`src/rtl/prefix_pkg.sv`:
```
// Shared x86 legacy-prefix definitions used by the prefix encoder and the prefix decoder.
// Holds prefix byte values, segment index encodings, the group 1 select and encoder FSM types.
package prefix_pkg;

    localparam logic [7:0] PREFIX_LOCK    = 8'hF0;
    localparam logic [7:0] PREFIX_REPNE   = 8'hF2;
    localparam logic [7:0] PREFIX_REP     = 8'hF3;
    localparam logic [7:0] PREFIX_OPSZ    = 8'h66;
    localparam logic [7:0] PREFIX_ADSZ    = 8'h67;
    localparam logic [7:0] PREFIX_SEG_ES  = 8'h26;
    localparam logic [7:0] PREFIX_SEG_CS  = 8'h2E;
    localparam logic [7:0] PREFIX_SEG_SS  = 8'h36;
    localparam logic [7:0] PREFIX_SEG_DS  = 8'h3E;
    localparam logic [7:0] PREFIX_SEG_FS  = 8'h64;
    localparam logic [7:0] PREFIX_SEG_GS  = 8'h65;

    // Segment register indices as encoded in ModRM/sreg fields; 6 and 7 are unused.
    localparam logic [2:0] index_reg_seg__es = 3'd0;
    localparam logic [2:0] index_reg_seg__cs = 3'd1;
    localparam logic [2:0] index_reg_seg__ss = 3'd2;
    localparam logic [2:0] index_reg_seg__ds = 3'd3;
    localparam logic [2:0] index_reg_seg__fs = 3'd4;
    localparam logic [2:0] index_reg_seg__gs = 3'd5;

    typedef enum logic [1:0] {
        G1_NONE  = 2'b00,
        G1_LOCK  = 2'b01,
        G1_REPNE = 2'b10,
        G1_REP   = 2'b11
    } group_1_t;

    // Declaration order is the emission order; next_present relies on it.
    typedef enum logic [2:0] {
        ST_IDLE,
        ST_G1,
        ST_SEG,
        ST_OPSZ,
        ST_ADSZ,
        ST_BODY
    } state_t;

    // present = {address_size, operand_size, segment, group_1}
    function automatic state_t next_present(input state_t cur, input logic [3:0] present);
        state_t n;
        n = ST_BODY;
        if (cur < ST_G1 && present[0])
            n = ST_G1;
        else if (cur < ST_SEG && present[1])
            n = ST_SEG;
        else if (cur < ST_OPSZ && present[2])
            n = ST_OPSZ;
        else if (cur < ST_ADSZ && present[3])
            n = ST_ADSZ;
        return n;
    endfunction

endpackage

```
`src/rtl/encode_prefix_if.sv`:
```
// Request and byte-stream bundle of the prefix encoder; slave is the encoder, master the requester/consumer.
interface encode_prefix_if #(parameter int MAX_BODY_BYTES = 15);
    import prefix_pkg::*;

    logic           i_valid;
    logic           o_ready;
    group_1_t       i_group_1_select;
    logic           i_segment_override_en;
    logic [2:0]     i_segment_override_index;
    logic           i_operand_size;
    logic           i_address_size;
    logic [3:0]     i_body_length;
    logic [7:0]     i_body [MAX_BODY_BYTES];
    logic           o_byte_valid;
    logic [7:0]     o_byte;
    logic           o_byte_last;
    logic           i_byte_ready;
    logic           o_length_error;
    logic           o_busy;

    modport slave (
        input  i_valid, i_group_1_select, i_segment_override_en, i_segment_override_index,
               i_operand_size, i_address_size, i_body_length, i_body, i_byte_ready,
        output o_ready, o_byte_valid, o_byte, o_byte_last, o_length_error, o_busy
    );

    modport master (
        output i_valid, i_group_1_select, i_segment_override_en, i_segment_override_index,
               i_operand_size, i_address_size, i_body_length, i_body, i_byte_ready,
        input  o_ready, o_byte_valid, o_byte, o_byte_last, o_length_error, o_busy
    );

endinterface

```
`src/rtl/encode_prefix_segment_byte.sv`:
```
// Maps a segment register index to its override prefix byte; indices 6/7 have no prefix.
module encode_prefix_segment_byte
    import prefix_pkg::*;
(
    input  logic [2:0] index,
    output logic       seg_valid,
    output logic [7:0] seg_byte
);

    always_comb begin
        seg_valid = 1'b1;
        seg_byte  = 8'h00;
        case (index)
            index_reg_seg__es: seg_byte = PREFIX_SEG_ES;
            index_reg_seg__cs: seg_byte = PREFIX_SEG_CS;
            index_reg_seg__ss: seg_byte = PREFIX_SEG_SS;
            index_reg_seg__ds: seg_byte = PREFIX_SEG_DS;
            index_reg_seg__fs: seg_byte = PREFIX_SEG_FS;
            index_reg_seg__gs: seg_byte = PREFIX_SEG_GS;
            default:           seg_valid = 1'b0;
        endcase
    end

endmodule

```
`src/rtl/encode_prefix.sv`:
```
// Serializes one instruction request into group 1..4 legacy prefixes followed by body bytes,
// rejecting requests that would exceed the architectural instruction length.
module encode_prefix
    import prefix_pkg::*;
#(
    parameter int MAX_BODY_BYTES = 15,
    parameter int MAX_INSN_LEN   = 15
) (
    input  logic           i_clock,
    input  logic           i_reset_n,
    encode_prefix_if.slave bus
);

    localparam logic [4:0] BODY_LIMIT = 5'(MAX_BODY_BYTES);
    localparam logic [4:0] INSN_LIMIT = 5'(MAX_INSN_LEN);

    state_t     state_reg, state_next;
    logic [3:0] index_reg, index_next;
    group_1_t   g1_reg;
    logic       seg_present_reg;
    logic [7:0] seg_byte_reg;
    logic       opsz_reg, adsz_reg;
    logic [3:0] body_len_reg;
    logic       length_error_reg;
    logic [MAX_BODY_BYTES*8-1:0] body_flat;

    logic       in_seg_valid;
    logic [7:0] in_seg_byte;
    logic       seg_present_in;
    logic [2:0] prefix_count;
    logic [4:0] total_len;
    logic       accept, reject, body_last;
    logic [7:0] g1_byte;

    encode_prefix_segment_byte u_segment_byte (
        .index     (bus.i_segment_override_index),
        .seg_valid (in_seg_valid),
        .seg_byte  (in_seg_byte)
    );

    assign accept         = bus.i_valid && (state_reg == ST_IDLE);
    assign seg_present_in = bus.i_segment_override_en && in_seg_valid;
    assign prefix_count   = 3'(bus.i_group_1_select != G1_NONE) + 3'(seg_present_in)
                          + 3'(bus.i_operand_size) + 3'(bus.i_address_size);
    assign total_len      = {2'b00, prefix_count} + {1'b0, bus.i_body_length};
    assign reject         = (bus.i_body_length == 4'd0) || ({1'b0, bus.i_body_length} > BODY_LIMIT)
                          || (total_len > INSN_LIMIT);
    assign body_last      = (index_reg == body_len_reg - 4'd1);

    always_ff @(posedge i_clock or negedge i_reset_n) begin
        if (!i_reset_n) begin
            state_reg        <= ST_IDLE;
            index_reg        <= 4'd0;
            length_error_reg <= 1'b0;
            g1_reg           <= G1_NONE;
            seg_present_reg  <= 1'b0;
            seg_byte_reg     <= 8'h00;
            opsz_reg         <= 1'b0;
            adsz_reg         <= 1'b0;
            body_len_reg     <= 4'd0;
        end else begin
            state_reg        <= state_next;
            index_reg        <= index_next;
            length_error_reg <= accept && reject;
            if (accept) begin
                g1_reg          <= bus.i_group_1_select;
                seg_present_reg <= seg_present_in;
                seg_byte_reg    <= in_seg_byte;
                opsz_reg        <= bus.i_operand_size;
                adsz_reg        <= bus.i_address_size;
                body_len_reg    <= bus.i_body_length;
            end
        end
    end

    for (genvar gi = 0; gi < MAX_BODY_BYTES; gi++) begin : g_body
        logic [7:0] byte_reg;
        always_ff @(posedge i_clock or negedge i_reset_n) begin
            if (!i_reset_n)
                byte_reg <= 8'h00;
            else if (accept)
                byte_reg <= bus.i_body[gi];
        end
        assign body_flat[gi*8 +: 8] = byte_reg;
    end

    always_comb begin
        g1_byte = 8'h00;
        case (g1_reg)
            G1_LOCK:  g1_byte = PREFIX_LOCK;
            G1_REPNE: g1_byte = PREFIX_REPNE;
            G1_REP:   g1_byte = PREFIX_REP;
            default:  g1_byte = 8'h00;
        endcase
    end

    // Byte outputs depend only on registered state, so they hold while the consumer stalls.
    always_comb begin
        state_next       = state_reg;
        index_next       = index_reg;
        bus.o_byte_valid = 1'b1;
        bus.o_byte       = 8'h00;
        bus.o_byte_last  = 1'b0;
        case (state_reg)
            ST_IDLE: begin
                bus.o_byte_valid = 1'b0;
                if (accept && !reject)
                    state_next = next_present(ST_IDLE, {bus.i_address_size, bus.i_operand_size,
                                                        seg_present_in,
                                                        bus.i_group_1_select != G1_NONE});
            end
            ST_G1, ST_SEG, ST_OPSZ, ST_ADSZ: begin
                case (state_reg)
                    ST_G1:   bus.o_byte = g1_byte;
                    ST_SEG:  bus.o_byte = seg_byte_reg;
                    ST_OPSZ: bus.o_byte = PREFIX_OPSZ;
                    default: bus.o_byte = PREFIX_ADSZ;
                endcase
                if (bus.i_byte_ready)
                    state_next = next_present(state_reg, {adsz_reg, opsz_reg, seg_present_reg,
                                                          g1_reg != G1_NONE});
            end
            ST_BODY: begin
                bus.o_byte      = body_flat[{index_reg, 3'b000} +: 8];
                bus.o_byte_last = body_last;
                if (bus.i_byte_ready) begin
                    if (body_last) begin
                        state_next = ST_IDLE;
                        index_next = 4'd0;
                    end else begin
                        index_next = index_reg + 4'd1;
                    end
                end
            end
            default: begin
                bus.o_byte_valid = 1'b0;
                state_next       = ST_IDLE;
                index_next       = 4'd0;
            end
        endcase
    end

    assign bus.o_ready        = (state_reg == ST_IDLE);
    assign bus.o_busy         = (state_reg != ST_IDLE);
    assign bus.o_length_error = length_error_reg;

endmodule

```
`src/flat_wrapper.sv`:
```
// flat-port wrapper written by rule: the top's interface ports become plain ports
module encode_prefix_flat import prefix_pkg::*;
#(
    parameter int MAX_BODY_BYTES = 15,
    parameter int MAX_INSN_LEN   = 15
)
  (i_clock, i_reset_n, bus_i_valid, bus_i_group_1_select, bus_i_segment_override_en, bus_i_segment_override_index, bus_i_operand_size, bus_i_address_size, bus_i_body_length, bus_i_body, bus_i_byte_ready, bus_o_ready, bus_o_byte_valid, bus_o_byte, bus_o_byte_last, bus_o_length_error, bus_o_busy);
  encode_prefix_if #(.MAX_BODY_BYTES(MAX_BODY_BYTES)) bus_i ();
  input  logic i_clock;
  input  logic i_reset_n;
  input wire logic [$bits(bus_i.i_valid)-1:0] bus_i_valid;
  input wire logic [$bits(bus_i.i_group_1_select)-1:0] bus_i_group_1_select;
  input wire logic [$bits(bus_i.i_segment_override_en)-1:0] bus_i_segment_override_en;
  input wire logic [$bits(bus_i.i_segment_override_index)-1:0] bus_i_segment_override_index;
  input wire logic [$bits(bus_i.i_operand_size)-1:0] bus_i_operand_size;
  input wire logic [$bits(bus_i.i_address_size)-1:0] bus_i_address_size;
  input wire logic [$bits(bus_i.i_body_length)-1:0] bus_i_body_length;
  input wire logic [$bits(bus_i.i_body)-1:0] bus_i_body;
  input wire logic [$bits(bus_i.i_byte_ready)-1:0] bus_i_byte_ready;
  output wire logic [$bits(bus_i.o_ready)-1:0] bus_o_ready;
  output wire logic [$bits(bus_i.o_byte_valid)-1:0] bus_o_byte_valid;
  output wire logic [$bits(bus_i.o_byte)-1:0] bus_o_byte;
  output wire logic [$bits(bus_i.o_byte_last)-1:0] bus_o_byte_last;
  output wire logic [$bits(bus_i.o_length_error)-1:0] bus_o_length_error;
  output wire logic [$bits(bus_i.o_busy)-1:0] bus_o_busy;
  assign bus_i.i_valid = bus_i_valid;
  assign bus_i.i_group_1_select = bus_i_group_1_select;
  assign bus_i.i_segment_override_en = bus_i_segment_override_en;
  assign bus_i.i_segment_override_index = bus_i_segment_override_index;
  assign bus_i.i_operand_size = bus_i_operand_size;
  assign bus_i.i_address_size = bus_i_address_size;
  assign bus_i.i_body_length = bus_i_body_length;
  assign bus_i.i_body = {>>{bus_i_body}};
  assign bus_i.i_byte_ready = bus_i_byte_ready;
  assign bus_o_ready = bus_i.o_ready;
  assign bus_o_byte_valid = bus_i.o_byte_valid;
  assign bus_o_byte = bus_i.o_byte;
  assign bus_o_byte_last = bus_i.o_byte_last;
  assign bus_o_length_error = bus_i.o_length_error;
  assign bus_o_busy = bus_i.o_busy;
  encode_prefix #(.MAX_BODY_BYTES(MAX_BODY_BYTES), .MAX_INSN_LEN(MAX_INSN_LEN)) u_core (.i_clock(i_clock), .i_reset_n(i_reset_n), .bus(bus_i));
endmodule
```
`config.mk`:
```
export PLATFORM = sky130hd
export DESIGN_NAME = encode_prefix_flat
export DESIGN_NICKNAME = d
export VERILOG_FILES = /design/src/rtl/prefix_pkg.sv /design/src/rtl/encode_prefix_if.sv /design/src/rtl/encode_prefix_segment_byte.sv /design/src/rtl/encode_prefix.sv /design/src/flat_wrapper.sv
export SDC_FILE = /design/constraint.sdc
export NUM_CORES = 1
export LEC_CHECK = 0
export ABC_AREA = 0
export CAP_MARGIN = 15
export CORE_UTILIZATION = 52
export CTS_BUF_LIST = sky130_fd_sc_hd__clkbuf_4 sky130_fd_sc_hd__clkbuf_8
export DETAILED_ROUTE_END_ITERATION = 12
export PLACE_DENSITY = 0.91
export SLEW_MARGIN = 20
export SYNTH_ARGS = -nofsm -noshare
export SYNTH_HDL_FRONTEND = slang
export SYNTH_SLANG_ARGS = --single-unit
```
`constraint.sdc`:
```
create_clock -name i_clock -period 2.2 [get_ports i_clock]
set_input_delay 0.22 -clock i_clock [delete_from_list [all_inputs] [get_ports i_clock]]
set_output_delay 0.22 -clock i_clock [all_outputs]
set_load 0.02 [all_outputs]
```
Word level (Yosys, flattened, before mapping) --
Cells that the tools add are included.
Storage, ports and cells: output and inout port bits 13, register bits 145, logic and storage cells 100, input port bits 136
Operators by class: equal/unequal tests 18, shift-type cells 1, magnitude comparators 5, reductions and logical operators 22, $add $sub $neg 6, bitwise operators 1, mux-type cells 23
Operator list (number):
- $shiftx A120 B8 Y8 | 1
- $pmux W8 S3 | 2
- $pmux W7 S6 | 1
- $mux W3 | 10
- $pmux W8 S2 | 1
- $eq A3 B2 Y1 const B | 4
- $eq A3 B3 Y1 const B | 4
- $reduce_or A5 Y1 | 2
- $pmux W3 S3 | 1
- $logic_and A1 B1 Y1 | 8
- $mux W4 | 2
- $pmux W4 S2 | 1
- $add A3 B1 Y3 | 2
- $eq A3 B1 Y1 const B | 2
- $logic_not A3 Y1 | 2
- $lt A3 B2 Y1 const B | 2
- $reduce_or A6 Y1 | 1
- $add A3 B4 Y5 | 1
- $gt A5 B4 Y1 const B | 1
- $mux W1 | 5
- $add A4 B1 Y4 const B | 1
- $eq A2 B2 Y1 const B | 2
- $eq A4 B4 Y1 | 1
- $logic_not A4 Y1 | 1
- 15 further kinds | 18

Longest topological paths before layout --
Gate-level depths: netlist of run 1.
depth after elaboration 14, mapped depth 13, depth with buffers taken out 13

Hierarchy --
From an unflattened synthesis of run 1, not the netlist that was laid out.
Second synthesis, totals: cells, all modules 540, area, all modules 7245.7 um^2
Modules (own cells, without submodules):
- encode_prefix | area an instance 7184.4 um^2, instances 1, cells each 530
- encode_prefix_segment_byte | area an instance 61.3 um^2, instances 1, cells each 10

Least setup slack after synthesis of run 1 --
Ideal clock, no wire load.
path kind input to register, start input port bus_i_group_1_select[1], end register u_core.state_reg[0], path buffers 0, data arrival time 2.612 ns, cell stages on the path 13, slack -0.543 ns, cells stage by stage or2_2 > ha_1 > inv_1 > fa_1 > inv_1 > ha_1 > inv_1 > fa_1 > nor2b_1 > o21ai_0 > a31oi_1 > a21oi_1 > or3_1
On the way: longest elaborated chain between the ends 11, elaborated cells on any way between the ends 14, classes of those cells add/sub (4); order compare (1); eq/ne (1); mux (3); reduce/logical (5)
Ends and longest elaborated chain:
- from (decl) | line flat_wrapper.sv:12 | input wire logic [$bits(bus_i.i_group_1_select)-1:0] bus_i_group_1_select;
- $reduce_bool A2 Y1 (*) | line encode_prefix.sv:43, encode_prefix.sv:110
- $add A1 B1 Y2 | line encode_prefix.sv:43 | assign prefix_count = 3'(bus.i_group_1_select != G1_NONE) + 3'(seg_present_in)
- $add A3 B1 Y3 (2 in series) | line encode_prefix.sv:44 | + 3'(bus.i_operand_size) + 3'(bus.i_address_size);
- $add A3 B4 Y5 | line encode_prefix.sv:45 | assign total_len = {2'b00, prefix_count} + {1'b0, bus.i_body_length};
- $gt A5 B4 Y1 | line encode_prefix.sv:47 | || (total_len > INSN_LIMIT);
- $logic_or A1 B1 Y1 | line encode_prefix.sv:47
- $logic_not A1 Y1 | line encode_prefix.sv:107 | if (accept && !reject)
- $logic_and A1 B1 Y1 | line encode_prefix.sv:107
- $ne A2 B1 Y1 (no source line)
- $reduce_and A4 Y1 (no source line)
- to (signal assigned) | line encode_prefix.sv:62 | state_reg <= state_next;
- to (decl) | line encode_prefix.sv:17 | state_t state_reg, state_next;
Mark *: on every way between the ends. The rest lies on a longest branch, timed or not. The select of a mux whose other input is x is not followed. A chain may end at the register's enable or synchronous reset.

Worst setup path after layout of run 1 --
start register u_core.index_reg[0], end output port bus_o_byte[1]
On the way: longest elaborated chain between the ends 2
Ends and longest elaborated chain:
- from (decl) | line encode_prefix.sv:18 | logic [3:0] index_reg, index_next;
- from (signal assigned) | line encode_prefix.sv:63 | index_reg <= index_next;
- $shiftx A120 B8 Y8 | line encode_prefix.sv:124 | bus.o_byte = body_flat[{index_reg, 3'b000} +: 8];
- $pmux W8 S2 | line encode_prefix.sv:104 | case (state_reg)
- to (decl) | line flat_wrapper.sv:22 | output wire logic [$bits(bus_i.o_byte)-1:0] bus_o_byte;
Every way passes these cells.

==> results of run 1 <==
[cell families (layout without fill, tap and decap cells)]
family / after synthesis / after routing / synth area share
and+or+nand+nor: 467 / 467 / 0.2615
DFF: 143 / 143 / 0.5025
AOI/OAI and AO/OA: 73 / 73 / 0.06519
buffers and inverters: 63 / 244 / 0.04762
muxes: 45 / 45 / 0.09963
adders and majority gates: 8 / 8 / 0.01617
xor gates and xnor gates: 6 / 6 / 0.007380
[power by group through the flow]
stage               clock network [mW]  registers (mW)  logic (mW)
floorplan                            0            4.29        3.37
global placement                     0            4.44        4.98
detailed placement                   0            4.50        5.16
CTS                               1.92            4.49        5.21
global route                      2.05            4.65        6.27
finish                            1.91            4.54        5.75
[what timing repair did]
item | in CTS | in global routing
hold endpoints to repair | 55 | 0
hold buffers | 2 | 0
setup endpoints to repair | 16 | 14
setup buffers | 4 | 4
pin swaps | 14 | 22
gates cloned | 0 | 1
gates resized for setup | 79 | 44
[cell type report]
| class | count | area, um2 | area share |
|---|---|---|---|
| inverters | 14 | 52.55 | 0.005481 |
| repair buffers | 201 | 2038 | 0.2126 |
| clock inverters | 6 | 63.81 | 0.006655 |
| flip-flops and latches | 143 | 3580 | 0.3734 |
| multi-input cells | 599 | 3342 | 0.3486 |
| clock buffers | 23 | 291.5 | 0.03041 |
| well taps | 176 | 220.2 | 0.02297 |
[placed cells by master, fill, tap and decap left out, types with 5 or more instances in the layout]
cell,Yosys,layout
nand2_1,415,413
dfrtp_1,143,142
clkdlybuf4s50_1,0,130
buf_4,10,43
mux2i_1,27,22
clkbuf_8,0,19
mux4_2,5,16
o21ai_0,18,15
nor2_1,16,13
inv_1,14,12
o211ai_1,12,12
a21oi_1,16,11
buf_12,1,10
or3_1,7,7
buf_6,2,7
nor2b_1,5,5
a31oi_1,7,5
nand3b_1,5,5
a21oi_2,0,5
[path summary, 6_finish.rpt]
check	to	startpoint	slack, ns	depth (start not counted)
max in group asynchronous	u_core.g_body[6].byte_reg[0]$_DFFE_PN0P_	i_reset_n	1.16	3
max reg2reg	u_core.state_reg[0]$_DFFE_PN0P_	u_core.index_reg[0]$_DFFE_PN0P_	0.19	9
min	u_core.g1_reg[1]$_DFFE_PN0P_	bus_i_group_1_select[1]	0.13	4
min reg2reg	u_core.seg_byte_reg[6]$_DFFE_PN0P_	u_core.seg_byte_reg[6]$_DFFE_PN0P_	0.48	2
min in group asynchronous	u_core.g_body[11].byte_reg[4]$_DFFE_PN0P_	i_reset_n	0.33	2
max	bus_o_byte[1]	u_core.index_reg[0]$_DFFE_PN0P_	-0.32	7
[worst register-to-register path: stages (launching register included)]
cell and delay (ns):
dfrtp_2 0.47, clkbuf_16 0.19, buf_12 0.13, buf_8 0.13, xnor2_4 0.12, nor2_2 0.14, and2_4 0.17, buf_4 0.11
nor2_1 0.04, or3_1 0.38
[metal layers]
| layer | GRT usage | share of wire | up-vias |
|---|---|---|---|
| li1 | - | - | 2934 |
| met1 | 0.3540 | 0.40 | 3044 |
| met2 | 0.4648 | 0.50 | 279 |
| met3 | 0.06418 | 0.063 | 57 |
| met4 | 0.1329 | 0.037 | 0 |
| met5 | 0 | 0 | - |
==> out/results.ini, run 1 <==
[power]
ir_drop_mv = 0.6374
p_comb_frac = 0.471
seqPwrFrac = 0.372
power_mw = 12.19
total_leakage_power_nw = 4.614
powerDensity_nw_per_um2 = 1272
p_sw_mw = 4.722
p_clk_frac = 0.156
p_sw_frac = 0.3873
power.internal_mw = 7.472

[synthesis]
synth_top_cell_area_share = 0.5025
yosys_most_used_dff = dfrtp_1
ys_seq_area_frac = 0.5025
ys_async_sr_fraction = 1.000
yosysTopAreaCell = dfrtp_1
synth_commonest_cells = 415 x nand2_1, 143 x dfrtp_1, 27 x mux2i_1
syn-instance-count = 805
synth.distinct_cells = 55
syn-num-nets = 949
synth_warnings = 0
syn_area_um2 = 7121
synth_edf_count = 0
yosysMostFrequentCell = nand2_1
ys_top_cells_by_area = dfrtp_1 50%, nand2_1 22%, mux4_1 4.4%
synth_seq_cells = 143
syn-mean-instance-area_um2 = 8.845

[finish]
layoutNonFillerInstCount = 1162
drive_gt1_frac = 0.1511
nNetsFinal = 1120
n_fill_cell = 930
final_area_um2 = 9588
largest_reg_flops = 120
areaGrowthSynthToFinish_pct = 34.65
fin_util = 0.7212
n_antenna_cell = 0

[setup_path]
critical_path_class = reg -> out
crit_path_end_kind = primary output
path_common_cell = nor2_1
critical_path.top_delay_family = multiplexers
critPathMaxFanout = 9
path_cells = buf_12, mux4_2, mux2i_1, nor2_1, a311oi_2, nor2_1, buf_4
cpPeakStageDelay_ns = 0.51
path_buf_inv = 2
critPathSlowestCell = mux4_2
required_ns = 1.98
cp.arrival_ns = 2.30
cp-start-kind = flop

[route]
dr.pass1.iters = 5
drt-initial-drc-count = 706
via_count = 6314
routed_via_density = 5.434
drc = 0
wirelength_mm = 19.22
antenna_left = 0
wl_per_cell_um = 16.54

[global_route]
grt_usage = 0.2826
antenna_found_initial = 0
grt_pass1_wl_mm = 31.00
grt_pass1_vias = 6372
overflow = 0
grt_max_degree = 86

[timing]
finalCritPeriodShare = 1.144
hold_ws_ns = 0.1330
worst_slew_pin_slew_ns = 0.5639
slew_headroom = 0.6201
setup_viol = 12
hold_viol = 0
clock_skew_ns = 0.009787
slew_viol_final = 0
fin_crit_ns = 2.516
grt_setup_unrepaired = true
tns_ns = -2.470
max_freq_mhz = 397.4
timing.final.ws_setup_ns = -0.3164

[outcome]
status = complete, but fails checks
violations = setup timing

[clock_tree]
cts_htree_levels = 4
numCtsBuffers = 17
root_buffer = clkbuf_8
clock_latency_ns = 0.44
clk_path_buf_depth = 2
cts_tree = done
clock-sinks = 143
path_clk_slew_ns = 0.08

[placed_design]
post-place-cells = 1122
place_ws_ns = -0.9352
gp_congestion = 0.9228
dpl.hpwl_mm = 13.44
port_buffers = 148
place_area_um2 = 9012

[floorplanning]
io_pins = 149
die_w_um = 119.0
fp.dieH_um = 119.0
num_rows = 42
start_util = 0.5356
coreArea_um2 = 13300
die_area_um2 = 14170

[run]
maxCapViolations = 0

[worst_hold_path]
hold_class = in -> reg

No activity file was read; power rests on OpenSTA's default activity.
==> inputs of run 2 (changes only) <==
--- a/config.mk
+++ b/config.mk
@@ -8,7 +8,6 @@
 export ABC_AREA = 0
 export CAP_MARGIN = 15
 export CORE_UTILIZATION = 52
-export CTS_BUF_LIST = sky130_fd_sc_hd__clkbuf_4 sky130_fd_sc_hd__clkbuf_8
 export DETAILED_ROUTE_END_ITERATION = 12
 export PLACE_DENSITY = 0.91
 export SLEW_MARGIN = 20
==> out/results.ini, run 2 (same netlist as run 1, synthesis figures left out) <==
[outcome]
status = complete, but fails checks
violations = setup timing

[worst_hold_path]
hold_class = in -> reg

[setup_path]
cp.arrival_ns = 2.28
crit_path_end_kind = primary output
cp-start-kind = flop
critPathMaxFanout = 10
required_ns = 1.98
critical_path_class = reg -> out

[clock_tree]
path_clk_slew_ns = 0.06
clk_path_buf_depth = 2
clock-sinks = 143
cts_htree_levels = 4
clock_latency_ns = 0.43
numCtsBuffers = 17
cts_tree = done
root_buffer = clkbuf_16

[route]
wl_per_cell_um = 16.79
drc = 0
routed_via_density = 5.499
wirelength_mm = 19.43
antenna_left = 0
via_count = 6362
dr.pass1.iters = 5
drt-initial-drc-count = 596

[placed_design]
place_area_um2 = 9012
port_buffers = 148
gp_congestion = 0.9228
dpl.hpwl_mm = 13.44

[power]
ir_drop_mv = 0.7145
powerDensity_nw_per_um2 = 1310
power_mw = 12.59
total_leakage_power_nw = 4.645

[global_route]
grt_pass1_wl_mm = 31.89
antenna_found_initial = 0
grt_pass1_vias = 6488
grt_usage = 0.2937
grt_max_degree = 86
overflow = 0

[timing]
clock_skew_ns = 0.009240
setup_viol = 12
slew_viol_final = 0
fin_crit_ns = 2.495
slew_headroom = 0.6238
worst_slew_pin_slew_ns = 0.5644
finalCritPeriodShare = 1.134
hold_viol = 0
max_freq_mhz = 400.8
timing.final.ws_setup_ns = -0.2951
grt_setup_unrepaired = true

[floorplanning]
start_util = 0.5356
die_area_um2 = 14170
num_rows = 42
die_w_um = 119.0
fp.dieH_um = 119.0
coreArea_um2 = 13300
io_pins = 149

[finish]
areaGrowthSynthToFinish_pct = 34.93
n_fill_cell = 928
multiInputGateArea_um2 = 3276
nNetsFinal = 1115
final_common_cell = nand2_1
layout_common_cells = 413 x nand2_1, 142 x dfrtp_1, 132 x clkdlybuf4s50_1, 38 x buf_4, 21 x mux2i_1
n_antenna_cell = 0
final_area_um2 = 9608
regArea_um2 = 3580
fin_util = 0.7227
drive_gt1_frac = 0.1295
largest_reg_flops = 120

[run]
maxCapViolations = 0

[run 2: final timing paths]
check | startpoint | to | slack (ns) | depth (start not counted)
max | u_core.index_reg[0]$_DFFE_PN0P_ | bus_o_byte[0] | -0.30 | 6
min | bus_i_group_1_select[0] | u_core.g1_reg[0]$_DFFE_PN0P_ | 0.001 | 3
max reg2reg | u_core.index_reg[0]$_DFFE_PN0P_ | u_core.index_reg[2]$_DFFE_PN0P_ | 0.36 | 8
min reg2reg | u_core.seg_byte_reg[6]$_DFFE_PN0P_ | u_core.seg_byte_reg[6]$_DFFE_PN0P_ | 0.47 | 2
max in group asynchronous | i_reset_n | u_core.g_body[3].byte_reg[1]$_DFFE_PN0P_ | 1.13 | 3
min in group asynchronous | i_reset_n | u_core.g_body[8].byte_reg[4]$_DFFE_PN0P_ | 0.34 | 2
[run 2: area by class of cell]
cell class | instances | share of cell area
multi-input combinational | 599 | 0.3409
tap | 176 | 0.02292
sequential | 143 | 0.3726
clock buffer | 23 | 0.04870
inverter | 14 | 0.005469
timing repair buffer | 196 | 0.2028
clock inverter | 6 | 0.006641
[run 2: through the flow]
step / setup slack [ns] / setup TNS [ns] / instances / hold WS (ns)
floorplan: -0.3527 / -0.9569 / 805 / -0.07559
global placement: -0.8531 / -4.485 / 1122 / 0.2248
detailed placement: -0.9352 / -4.930 / 1122 / 0.2276
CTS: -0.2851 / -2.501 / 1156 / 0.01455
global route: -0.3661 / -3.131 / 1157 / 0.01828
finish: -0.2951 / -2.247 / 1157 / 0.001244
[run 2: critical path, cell delays in order (launching register included)]
cell and delay [ns]:
dfrtp_2 0.42, buf_12 0.16, mux4_1 0.57, mux2i_2 0.21
or3_1 0.16, o2111ai_2 0.13, buf_2 0.19
[run 2: power by group]
| group | total [mW] | internal (mW) | switching (mW) |
|---|---|---|---|
| sequential | 4.57 | 3.82 | 0.742 |
| combinational | 5.39 | 2.45 | 2.94 |
| clock | 2.64 | 1.59 | 1.05 |
[run 2: layer usage]
metal  wire length, um  global-route usage  up-vias  part of all wire
li1                  -                   -     2935                 -
met1              7889              0.3671     3080              0.41
met2              9598              0.4793      288              0.49
met3              1202             0.06370       59             0.062
met4               741              0.1535        0             0.038
met5                 0                   0        -                 0
[run 2: timing repair]
item                                    4_1_cts  5_1_grt
endpoints found under the hold margin        54        0
buffers inserted                              4        1
resized for setup                            76       17
hold buffers                                  1        0
endpoints found under the setup margin       16       12
pin swaps                                    13       10
==> inputs of run 3 (changes only) <==
--- a/config.mk
+++ b/config.mk
@@ -13,4 +13,5 @@
 export SLEW_MARGIN = 20
 export SYNTH_ARGS = -nofsm -noshare
 export SYNTH_HDL_FRONTEND = slang
+export SYNTH_HIERARCHICAL = 1
 export SYNTH_SLANG_ARGS = --single-unit
==> out/results.ini, run 3 <==
[synthesis]
synth_top_family_by_area = multiplexers
synth_edf_count = 0
synth_seq_cells = 145
synth-simple-area-share = 0.05439
synth_adder_area_share = 0.01347
yosys_most_used_dff = dfrtp_1
syn-num-nets = 682
ys_seq_area_frac = 0.5008
synth_warnings = 6
synth_top_cell_area_share = 0.5008
ys_top_cells_by_area = dfrtp_1 50%, mux2_1 11%, mux2_2 9.6%
synth.distinct_cells = 53
synth_compound_area_frac = 0.06683
yosysMostFrequentCell = dfrtp_1
synthMuxAreaShare = 0.3015
ys_async_sr_fraction = 1.000
syn-mean-instance-area_um2 = 13.42
synth_commonest_cells = 145 x dfrtp_1, 71 x mux2_1, 62 x mux2_2
syn-instance-count = 540
yosysTopAreaCell = dfrtp_1
syn_area_um2 = 7246
synth_xor_area_frac = 0.007253

[setup_path]
required_ns = 1.98
path_common_cell = nor2_1
timing.rr.start = u_core/state_reg[2]$_DFFE_PN0P_
cpPeakStageDelay_ns = 0.55
r2r_cells = 6
critPathMaxFanout = 6
r2r_end = u_core/g_body[6].byte_reg[4]$_DFFE_PN0P_
path_depth = 7
critical_path.top_delay_family = multiplexers
cp-start-kind = flop
cp.arrival_ns = 2.37
critPathLaunch = u_core/index_reg[0]$_DFFE_PN0P_
crit_path_end_kind = primary output
path_buf_inv = 2
regToRegSetupSlack_ns = 0.03
critical_path_class = reg -> out
critPathSlowestCell = mux4_2
path_cells = buf_12, mux4_2, mux2i_4, nor2_1, a311oi_2, nor2_1, buf_4

[route]
wl_per_cell_um = 20.56
wirelength_mm = 19.00
routed_via_density = 5.710
drt-initial-drc-count = 450
dr.pass1.iters = 5
antenna_left = 0
via_count = 5276
drc = 0

[floorplanning]
num_rows = 42
coreArea_um2 = 13400
fp.dieH_um = 120.0
die_area_um2 = 14410
io_pins = 149
die_w_um = 120.0
start_util = 0.5407

[finish]
final_common_cell = dfrtp_1
final_area_um2 = 10060
n_antenna_cell = 0
fin_util = 0.7509
n_fill_cell = 818
largest_reg_flops = 120
layoutNonFillerInstCount = 924
layout_common_cells = 143 x dfrtp_1, 131 x clkdlybuf4s50_1, 71 x mux2_1, 62 x mux2_2, 54 x buf_4
drive_gt1_frac = 0.3048
nNetsFinal = 877
areaGrowthSynthToFinish_pct = 38.87

[clock_tree]
cts_htree_levels = 4
clk_path_buf_depth = 2
cts_tree = done
path_clk_slew_ns = 0.06
numCtsBuffers = 17
root_buffer = clkbuf_16
clock_latency_ns = 0.42
clock-sinks = 145

[placed_design]
port_buffers = 148
place_area_um2 = 9064
gp_congestion = 0.8484
post-place-cells = 872
dpl.hpwl_mm = 13.00

[worst_hold_path]
min_to = u_core/seg_byte_reg[6]$_DFFE_PN0P_
whs_path_depth = 3
hold_class = in -> reg
hold_start = bus_i_segment_override_index[1]

[timing]
hold_viol = 0
timing.final.ws_setup_ns = -0.3928
clock_skew_ns = 0.006317
finalCritPeriodShare = 1.179
setup_viol = 8
max_freq_mhz = 385.7
slew_viol_final = 0
slew_headroom = 0.5388
worst_slew_pin_slew_ns = 0.6917
fin_crit_ns = 2.593
grt_setup_unrepaired = true

[power]
powerDensity_nw_per_um2 = 1380
total_leakage_power_nw = 4.157
ir_drop_mv = 0.7565

[global_route]
overflow = 0
grt_max_degree = 73
grt_usage = 0.2735
antenna_found_initial = 0
grt_pass1_wl_mm = 29.41
grt_pass1_vias = 5678

[outcome]
violations = setup timing
status = complete, but fails checks

[run]
maxCapViolations = 0

-- run 3: cell types whose count changed after synthesis, moves of 6 or more --
| cell | delta |
|---|---|
| buf_8 | +6 |
| clkbuf_1 | -8 |
| mux4_1 | -7 |
| buf_2 | -9 |
| mux2_2 | +61 |
| nand2_1 | -390 |
| nor2b_1 | +6 |
| mux4_2 | +9 |
| mux2_1 | +71 |
| or3_1 | -7 |
-- run 3: worst max path at each step --
stage	end	slack, ns
global route	bus_o_byte[1]	-0.44
CTS	bus_o_byte[5]	-0.43
global placement	u_core/state_reg[0]$_DFFE_PN0P_	-0.56
floorplan	u_core/state_reg[0]$_DFFE_PN0P_	0.05
finish	bus_o_byte[6]	-0.39
detailed placement	u_core/state_reg[0]$_DFFE_PN0P_	-0.67
-- run 3: kinds of logic after synthesis --
kind of cell	after synthesis
multiplexers	176
flip-flops	145
AND/OR/NAND/NOR	77
AO/OA/AOI/OAI	73
buffers and inverters	56
adder cells (fa/ha/maj)	6
XOR/XNOR	6
other	1
-- run 3: metrics by stage --
step           hold WS (ns)  total power [mW]  TNS (ns)  setup slack, ns
3_5_place_dp         0.2904             10.07    -4.680          -0.6716
2_1_floorplan      -0.07559             8.263         0          0.05304
3_3_place_gp         0.2777             9.724    -4.066          -0.5605
6_report             0.1980             13.88    -2.454          -0.3928
5_1_grt              0.2102             14.55    -3.052          -0.4411
4_1_cts              0.3319             13.44    -2.648          -0.4274
-- run 3: area by class of cell --
cell class | count | area, um2 | share of cell area
Timing Repair Buffer | 217 | 2221 | 0.2207
Inverter | 15 | 56.30 | 0.005596
Sequential cell | 145 | 3631 | 0.3609
Tap cell | 176 | 220.2 | 0.02188
Clock buffer | 20 | 456.7 | 0.04539
Multi-Input combinational cell | 339 | 3352 | 0.3331
Clock inverter | 12 | 125.1 | 0.01243
-- run 3: power by group --
| part | switching (mW) | internal [mW] |
|---|---|---|
| registers | 0.841 | 4.01 |
| logic | 2.74 | 3.46 |
| clock network | 1.19 | 1.64 |
| total | 4.77 | 9.11 |
-- run 3: worst register-to-register path, delay by kind of cell (launching register included) --
| family | cells | cell delay [ns] |
|---|---|---|
| and+or+nand+nor | 2 | 0.55 |
| muxes | 1 | 0.34 |
| buffers and inverters | 3 | 0.66 |
| DFF | 1 | 0.48 |
-- run 3: what timing repair did --
action                                  4_1_cts  5_1_grt
buffers inserted                              9        8
pin swaps                                    14       13
hold buffers                                  1        0
hold endpoints to repair                     69        0
endpoints found under the setup margin       15       24
gates cloned                                  2        2
gates resized for setup                      89       36
-- run 3: per-layer routing --
| metal | GRT usage | vias up | part of all wire |
|---|---|---|---|
| li1 | - | 2343 | - |
| met1 | 0.3320 | 2678 | 0.40 |
| met2 | 0.4648 | 207 | 0.51 |
| met3 | 0.06464 | 48 | 0.055 |
| met4 | 0.1164 | 0 | 0.032 |
| met5 | 0 | - | 0 |
